[config.mk]
export PLATFORM = sky130hd
export DESIGN_NAME = alu_operand_stage
export DESIGN_NICKNAME = d
export VERILOG_FILES = /design/src/rtl/alu_operand_stage_pkg.sv /design/src/rtl/alu_operand_stage_regfile.sv /design/src/rtl/alu_operand_stage.sv
export SDC_FILE = /design/constraint.sdc
export NUM_CORES = 2
export LEC_CHECK = 0
export ABC_AREA = 0
export CORE_MARGIN = 2
export CORE_UTILIZATION = 56
export CTS_CLUSTER_SIZE = 20
export DETAILED_ROUTE_END_ITERATION = 16
export PLACE_DENSITY = 0.81
export SLEW_MARGIN = 20
export SYNTH_ARGS = -nofsm -noshare
export SYNTH_HDL_FRONTEND = slang
export SYNTH_SLANG_ARGS = --single-unit
[constraint.sdc]
create_clock -name clk -period 35.7 [get_ports clk]
set_clock_uncertainty 0.1 [all_clocks]
set_input_delay 3.57 -clock clk [delete_from_list [all_inputs] [get_ports clk]]
set_output_delay 3.57 -clock clk [all_outputs]
set_load 0.05 [all_outputs]
[src/rtl/alu_operand_stage_pkg.sv]
// Shared definitions for the ALU operand stage: datapath width defaults and ALU control codes.
// The optional write-back bypass is selected with the WB_BYPASS_EN macro (see mips_regfile).
package alu_operand_stage_pkg;

    localparam int unsigned DEF_DATA_W     = 32;
    localparam int unsigned DEF_REG_ADDR_W = 5;
    localparam int unsigned DEF_IMM_W      = 16;

    localparam logic [3:0] ALU_AND = 4'b0000;
    localparam logic [3:0] ALU_OR  = 4'b0001;
    localparam logic [3:0] ALU_ADD = 4'b0010;
    localparam logic [3:0] ALU_SUB = 4'b0110;
    localparam logic [3:0] ALU_SLT = 4'b0111;

endpackage

[src/rtl/alu_operand_stage_regfile.sv]
// MIPS register file: two combinational read ports, one write port, hardwired zero register.
// Build option WB_BYPASS_EN: reads of the index being written return the incoming write data.
module mips_regfile
    import alu_operand_stage_pkg::*;
#(
    parameter int unsigned DATA_W     = DEF_DATA_W,
    parameter int unsigned REG_ADDR_W = DEF_REG_ADDR_W
) (
    input  logic                  clk,
    input  logic                  rst,
    input  logic [REG_ADDR_W-1:0] rs_addr,
    input  logic [REG_ADDR_W-1:0] rt_addr,
    output logic [DATA_W-1:0]     rs_data,
    output logic [DATA_W-1:0]     rt_data,
    input  logic                  wb_en,
    input  logic [REG_ADDR_W-1:0] wb_addr,
    input  logic [DATA_W-1:0]     wb_data
);

    localparam int unsigned NREGS = 1 << REG_ADDR_W;

    logic [DATA_W-1:0] mem [NREGS];

    always_ff @(posedge clk or posedge rst) begin
        if (rst) begin
            for (int unsigned i = 0; i < NREGS; i++) begin
                mem[i] <= '0;
            end
        end else if (wb_en && (wb_addr != '0)) begin
            mem[wb_addr] <= wb_data;
        end
    end

    always_comb begin
        rs_data = '0;
        if (rs_addr != '0) begin
`ifdef WB_BYPASS_EN
            if (wb_en && (wb_addr == rs_addr)) begin
                rs_data = wb_data;
            end else begin
                rs_data = mem[rs_addr];
            end
`else
            rs_data = mem[rs_addr];
`endif
        end
    end

    always_comb begin
        rt_data = '0;
        if (rt_addr != '0) begin
`ifdef WB_BYPASS_EN
            if (wb_en && (wb_addr == rt_addr)) begin
                rt_data = wb_data;
            end else begin
                rt_data = mem[rt_addr];
            end
`else
            rt_data = mem[rt_addr];
`endif
        end
    end

endmodule

[src/rtl/alu_operand_stage.sv]
// Decode-side operand formation and ID/EX stage register feeding the ALU inputs directly.
// WB_BYPASS_EN (optional) enables write-through on the register file read ports.
module alu_operand_stage
    import alu_operand_stage_pkg::*;
#(
    parameter int unsigned DATA_W     = DEF_DATA_W,
    parameter int unsigned REG_ADDR_W = DEF_REG_ADDR_W,
    parameter int unsigned IMM_W      = DEF_IMM_W
) (
    input  logic                  clk,
    input  logic                  rst,
    input  logic                  id_valid,
    input  logic [REG_ADDR_W-1:0] id_rs,
    input  logic [REG_ADDR_W-1:0] id_rt,
    input  logic [REG_ADDR_W-1:0] id_dst,
    input  logic [IMM_W-1:0]      id_imm,
    input  logic                  id_imm_zext,
    input  logic                  id_alu_src,
    input  logic [3:0]            id_ctrl,
    input  logic                  stall,
    input  logic                  flush,
    input  logic                  wb_en,
    input  logic [REG_ADDR_W-1:0] wb_addr,
    input  logic [DATA_W-1:0]     wb_data,
    output logic                  ex_valid,
    output logic [DATA_W-1:0]     ex_a,
    output logic [DATA_W-1:0]     ex_b,
    output logic [3:0]            ex_ctrl,
    output logic [DATA_W-1:0]     ex_store_data,
    output logic [REG_ADDR_W-1:0] ex_dst
);

    logic [DATA_W-1:0] rs_data;
    logic [DATA_W-1:0] rt_data;
    logic [DATA_W-1:0] imm_ext;
    logic [DATA_W-1:0] b_sel;
    logic              imm_fill;

    mips_regfile #(
        .DATA_W     (DATA_W),
        .REG_ADDR_W (REG_ADDR_W)
    ) u_regfile (
        .clk     (clk),
        .rst     (rst),
        .rs_addr (id_rs),
        .rt_addr (id_rt),
        .rs_data (rs_data),
        .rt_data (rt_data),
        .wb_en   (wb_en),
        .wb_addr (wb_addr),
        .wb_data (wb_data)
    );

    always_comb begin
        imm_fill = id_imm[IMM_W-1] & ~id_imm_zext;
        imm_ext  = {{(DATA_W-IMM_W){imm_fill}}, id_imm};
        b_sel    = id_alu_src ? imm_ext : rt_data;
    end

    // Priority flush > stall > load; bubbles still load data so outputs stay deterministic.
    always_ff @(posedge clk or posedge rst) begin
        if (rst) begin
            ex_valid      <= 1'b0;
            ex_a          <= '0;
            ex_b          <= '0;
            ex_ctrl       <= ALU_AND;
            ex_store_data <= '0;
            ex_dst        <= '0;
        end else if (flush) begin
            ex_valid      <= 1'b0;
            ex_a          <= '0;
            ex_b          <= '0;
            ex_ctrl       <= ALU_AND;
            ex_store_data <= '0;
            ex_dst        <= '0;
        end else if (!stall) begin
            ex_valid      <= id_valid;
            ex_a          <= rs_data;
            ex_b          <= b_sel;
            ex_ctrl       <= id_ctrl;
            ex_store_data <= rt_data;
            ex_dst        <= id_dst;
        end
    end

endmodule
======== Yosys cells after proc, flatten, opt, wreduce, memory -nomap -nowiden ========
Cells that the tools add are included.
operators by class
  magnitude comparators ................... 4
  eq/ne operators ......................... 1
  multiplexer cells ....................... 24
  bitwise gates (word level) .............. 5
  reduce and logical (&&, ||, !) cells .... 5
operator list
  operator            count
  $bwmux 1024         1
  $mux 32             14
  $bmux 32 s5         2
  $demux 32 s5        1
  $ge 6x6->1 const B  3
  $not 5->6           3
  $reduce_bool 5->1   3
  $mux 5              2
  $mux 4              2
  $lt 6x1->1 const B  1
  $logic_and 1x1->1   2
  $mux 1              2
  $ne 2x1->1 const B  1
  $and 1x1->1         1
  $not 1->1           1
word-level totals
  flip-flop bits (word level) ............. 1130
  bits of input ports ..................... 80
  output and inout port bits .............. 106
  logic and storage cells ................. 77

======== Longest topological paths before layout ========
  depth in word-level cells ............... 8
  mapped depth ............................ 11
  mapped depth without buffers ............ 5

======== Hierarchy ========
From an unflattened synthesis, not the netlist that was laid out.
second synthesis, totals
  cells, all modules ...................... 3995
  area total of the unflattened synthesis .. 59278.1 µm²
by module, submodules not included
  module             times used  cells an instance  area an instance (µm²)  sequential area each (µm²)
  mips_regfile       1           3614               54773.8                 25624.6
  alu_operand_stage  1           381                4504.3                  2652.5

======== Worst setup path after synthesis ========
Ideal clock, no wire load.
  path type ............................... input port to flip-flop
  start ................................... in id_rt[0]
  end ..................................... reg ex_b[17]
  setup time .............................. 126 ps
  data arrival time ....................... 5443 ps
  data required time ...................... 35474 ps
  setup slack ............................. 30031 ps
  stages .................................. 9
  buffers on the path ..................... 5
  cell sequence ........................... buf_6 buf_8 buf_6 buf_6 buf_4 mux4_2 a22oi_1 nand4_1 a221o_1
on the way
  cells in the longest elaborated chain, start to end .. 8
  elaborated cells on any way between the ends .. 9
  classes of those cells .................. 7 x mux; 1 x bitwise; 1 x reduce/logical
RTL lines
  element                                     RTL line                         text
  start, declared                             alu_operand_stage.sv:14          input logic [REG_ADDR_W-1:0] id_rt,
  $not 5->6 (not written as such)             alu_operand_stage_regfile.sv:59  rt_data = mem[rt_addr];
  $bmux 32 s5                                 alu_operand_stage_regfile.sv:59
  $mux 32 (not written as such) (2 in a row)  alu_operand_stage_regfile.sv:59
  $mux 32 (*)                                 alu_operand_stage_regfile.sv:51  if (rt_addr != '0) begin
  $mux 32 (*)                                 alu_operand_stage.sv:57          b_sel = id_alu_src ? imm_ext : rt_data;
  $mux 32 (*)                                 alu_operand_stage.sv:76          end else if (!stall) begin
  $mux 32 (*)                                 alu_operand_stage.sv:69          end else if (flush) begin
  end signal, assigned                        alu_operand_stage.sv:79          ex_b <= b_sel;
  end, declared                               alu_operand_stage.sv:27          output logic [DATA_W-1:0] ex_b,
Mark *: on every way between the ends. The rest lies on a longest branch, timed or not. The select of a mux whose other input is x is not followed.
A chain may end at the register's enable or synchronous reset.

==> summary.md <==
| Metric | Value |
|---|---|
| Yosys Warn Count | `0` |
| Final setup fails | `0` |
| Clock latency on the worst-skew pair | `approximately 0.7 ns` |
| Buffers inserted by post-CTS timing repair | `0` |
| Synth Net Count | `around 4300` |
| CTS root buffer | `clkbuf_16` |
| Setup repair after global routing missed its margin | `no` |
| Synthesized cell area | `approximately 59000 µm²` |
| Sum Neg Setup Slack | `0 ns` |
| Cells after Synth | `~4200` |
| DIE AREA | `between 100000 and 150000 µm²` |
| Tcrit/Tclk final | `0.206` |
| Die Span Y | `around 330 µm` |
| Clock sinks | `about 1100` |
| Worst Max-Slew Pin Slew | `1.44 ns` |
| Grt met2 use | `0.521` |
| Power density cells | `approximately 56 nW/µm²` |
| Yosys cell types | `between 50 and 60` |
| Rows | `roughly 120` |
| Met3 Track Usage GR | `0.0988` |
| Most used cell, CP | `buf_4` |
| Dominant cell type by area after synthesis | `dfrtp_1` |
| Final GP Congestion | `0.843` |
| Starting Density | `0.563` |
| Slew Viols, Final | `0` |
| CTS Hold Bufs | `0` |
| CTS tree | `yes` |
| Critical path launch point type | `primary input` |
| Leakage | `approximately 28 nW` |
| Worst slew margin | `0.0346` |
| Share of Yosys cell area claimed by the top area cell type | `0.478` |
| Setup CP Type | `in -> async` |
| I/O Pins | `~190` |
| Proportion of layout cells with a drive suffix above 1 | `0.422` |
| Worst EP arrival | `about 8 ns` |
| DRT iter0 DRCs | `approximately 5300` |
| Critical-path top delay cell | `buf_4` |
| Worst hold path type | `reg -> reg` |
| Avg WL per Cell | `approximately 33 µm` |
| Tot GR Track Use | `0.340` |
| Sequential Area | `between 20000 and 30000 µm²` |
| Cts bufs inserted | `around 110` |
| Routed wire length | `185000 µm` |
| Critical Path Max Stage Delay | `just under 0.9 ns` |
| Peak supply drop | `roughly 0.000043 V` |
| Worst hold slack | `a little under 0.3 ns` |
| Number of global-route vias before repair | `about 41000` |
| Top_reg_cell synth | `dfrtp_1` |
| CP Capture Type | `async pin` |
| Register bit total from synthesis | `1130` |
| Die W | `approximately 330 µm` |
| Syn Area/Cell | `about 14 µm²` |
| Sequential area share after synthesis | `0.478` |
| Max Clk Rate | `between 100 and 150 MHz` |
| Total number of vias | `roughly 40000` |
| Fin nets | `4200` |
| Max-Cap Viols | `0` |
| Clk buf depth | `3` |
| Post-CTS sizing | `0` |
| Grt total ovfl | `0` |
| Met1 GRT Util | `0.446` |
| PortBufs | `about 190` |
| GR peak layer | `met2` |
| CP Cell Sequence | `clkdlybuf4s50_1 > inv_8 > buf_4 > buf_4 > buf_4 > buf_4` |
| Final hold vios | `0` |
| Post-synth EDFFs | `0` |
| Ranking of synthesized cells by area | `dfrtp_1 (48%), mux2_2 (20%), mux4_2 (13%)` |
| Post-route DRC | `0` |
| First-pass GRT wire length | `between 200000 and 300000 µm` |
| H-tree lvl count | `3` |
| Largest net degree at the start of global routing | `120` |
| Status | `complete, no violations` |
| Worst path required time | `~36 ns` |
| Core area | `approximately 100000 µm²` |
| Post-synth ARST share | `1.00` |
| Fillers | `between 7000 and 8000` |
| Synthesis-to-finish area growth | `10.5%` |
| DR pass1 iterations | `7` |
| Worst-path fanout max | `around 110` |
| Final ANT Viol Nets | `0` |
| HPWL Detailed | `105000 µm` |
| DR vias/cell | `between 7 and 8` |
| Initial antenna violation count | `11` |
| Reg clk slew, reported paths | `0.07 ns` |
| Final worst path period need | `between 7 and 8 ns` |
| Area of the multi-input gates | `~29000 µm²` |
## state kept, by name, indices dropped and copies added, names as in the netlist
name / count
ex_a: 32
ex_ctrl: 4
ex_b: 32
ex_store_data: 32
ex_dst: 5
u_regfile.mem: 1024
ex_valid: 1
## Yosys cell counts, types with 40 or more instances
| master | count |
|---|---|
| buf_2 | 58 |
| o22ai_1 | 54 |
| o21ai_0 | 73 |
| a22oi_1 | 40 |
| dfrtp_1 | 1130 |
| buf_1 | 61 |
| mux2i_1 | 275 |
| a21oi_1 | 106 |
| mux2_2 | 1073 |
| a221oi_1 | 76 |
| clkbuf_1 | 280 |
| nand2_1 | 105 |
| mux4_2 | 332 |
## per-stage QoR
stage | util | instances | setup slack, ns | area, µm² | total power, mW
finish | 0.622 | 5605 | 28.36 | 65300 | 3.65
CTS | 0.622 | 5599 | 28.23 | 65300 | 3.64
floorplan | - | 4184 | 0.208 | 59100 | 2.22
global placement | 0.586 | 5397 | 27.54 | 61500 | 2.38
global route | 0.622 | 5602 | 27.75 | 65300 | 3.78
detailed placement | 0.586 | 5397 | 27.49 | 61500 | 2.42
## kinds of logic after synthesis
kind of cell | Yosys count | share of synthesized area
multiplexers | 1702 | 0.387
flip-flops | 1130 | 0.478
AND/OR/NAND/NOR | 318 | 0.0296
AO/OA/AOI/OAI | 558 | 0.0671
buffers and inverters | 476 | 0.0379
## where the power goes
group / internal [mW] / switching (mW)
Clock: 0.713 / 0.517
Combinational: 0.408 / 0.326
Sequential: 1.51 / 0.179
## worst max-delay path: cells and delay by family
| kind | cells | cell delay [ns] |
|---|---|---|
| buffers and inverters | 6 | 4.23 |
## metal layers
layer | part of all wire | wire (µm) | vias to the layer above
met4 | 0.057 | 10500 | 14
met5 | 0.00054 | 99 | -
li1 | - | - | 16000
met3 | 0.12 | 21500 | 648
met1 | 0.37 | 68700 | 21300
met2 | 0.45 | 83900 | 2501
## area by class of cell
cell class / count / share of cell area
Inverter: 18 / 0.00115
Clock buffer: 161 / 0.0500
Multi-Input combinational cell: 2578 / 0.441
Sequential cell: 1130 / 0.433
Timing Repair Buffer: 281 / 0.0393
Clock inverter: 41 / 0.00826
Tap cell: 1391 / 0.0266
Antenna cell: 5 / 0.000192
## path summary, 6_finish.rpt
| kind | from | end | slack, ns | cells past startpoint |
|---|---|---|---|---|
| worst max-delay path | rst | u_regfile.mem[40] | 28.36 | 6 |
| worst min-delay path | u_regfile.mem[1007] | u_regfile.mem[1007] | 0.30 | 0 |
| worst max register to register | u_regfile.mem[79] | ex_b[15] | 32.89 | 5 |
| worst min register to register | u_regfile.mem[1007] | u_regfile.mem[1007] | 0.30 | 0 |
| max in group clk | id_rt[1] | ex_b[20] | 28.61 | 7 |
| min in group asynchronous | rst | u_regfile.mem[568] | 3.38 | 2 |
## cell usage in the layout (no fill, tap or decap), types with 40 or more instances in the layout
master	count
dfrtp_1	1130
mux2_2	1073
mux4_2	332
mux2i_1	275
clkdlybuf4s50_1	167
clkbuf_16	112
a21oi_1	106
buf_4	97
nand2_1	90
a221oi_1	76
o21ai_0	71
o22ai_1	54
a22oi_1	40
No activity file was read; power rests on OpenSTA's default activity.
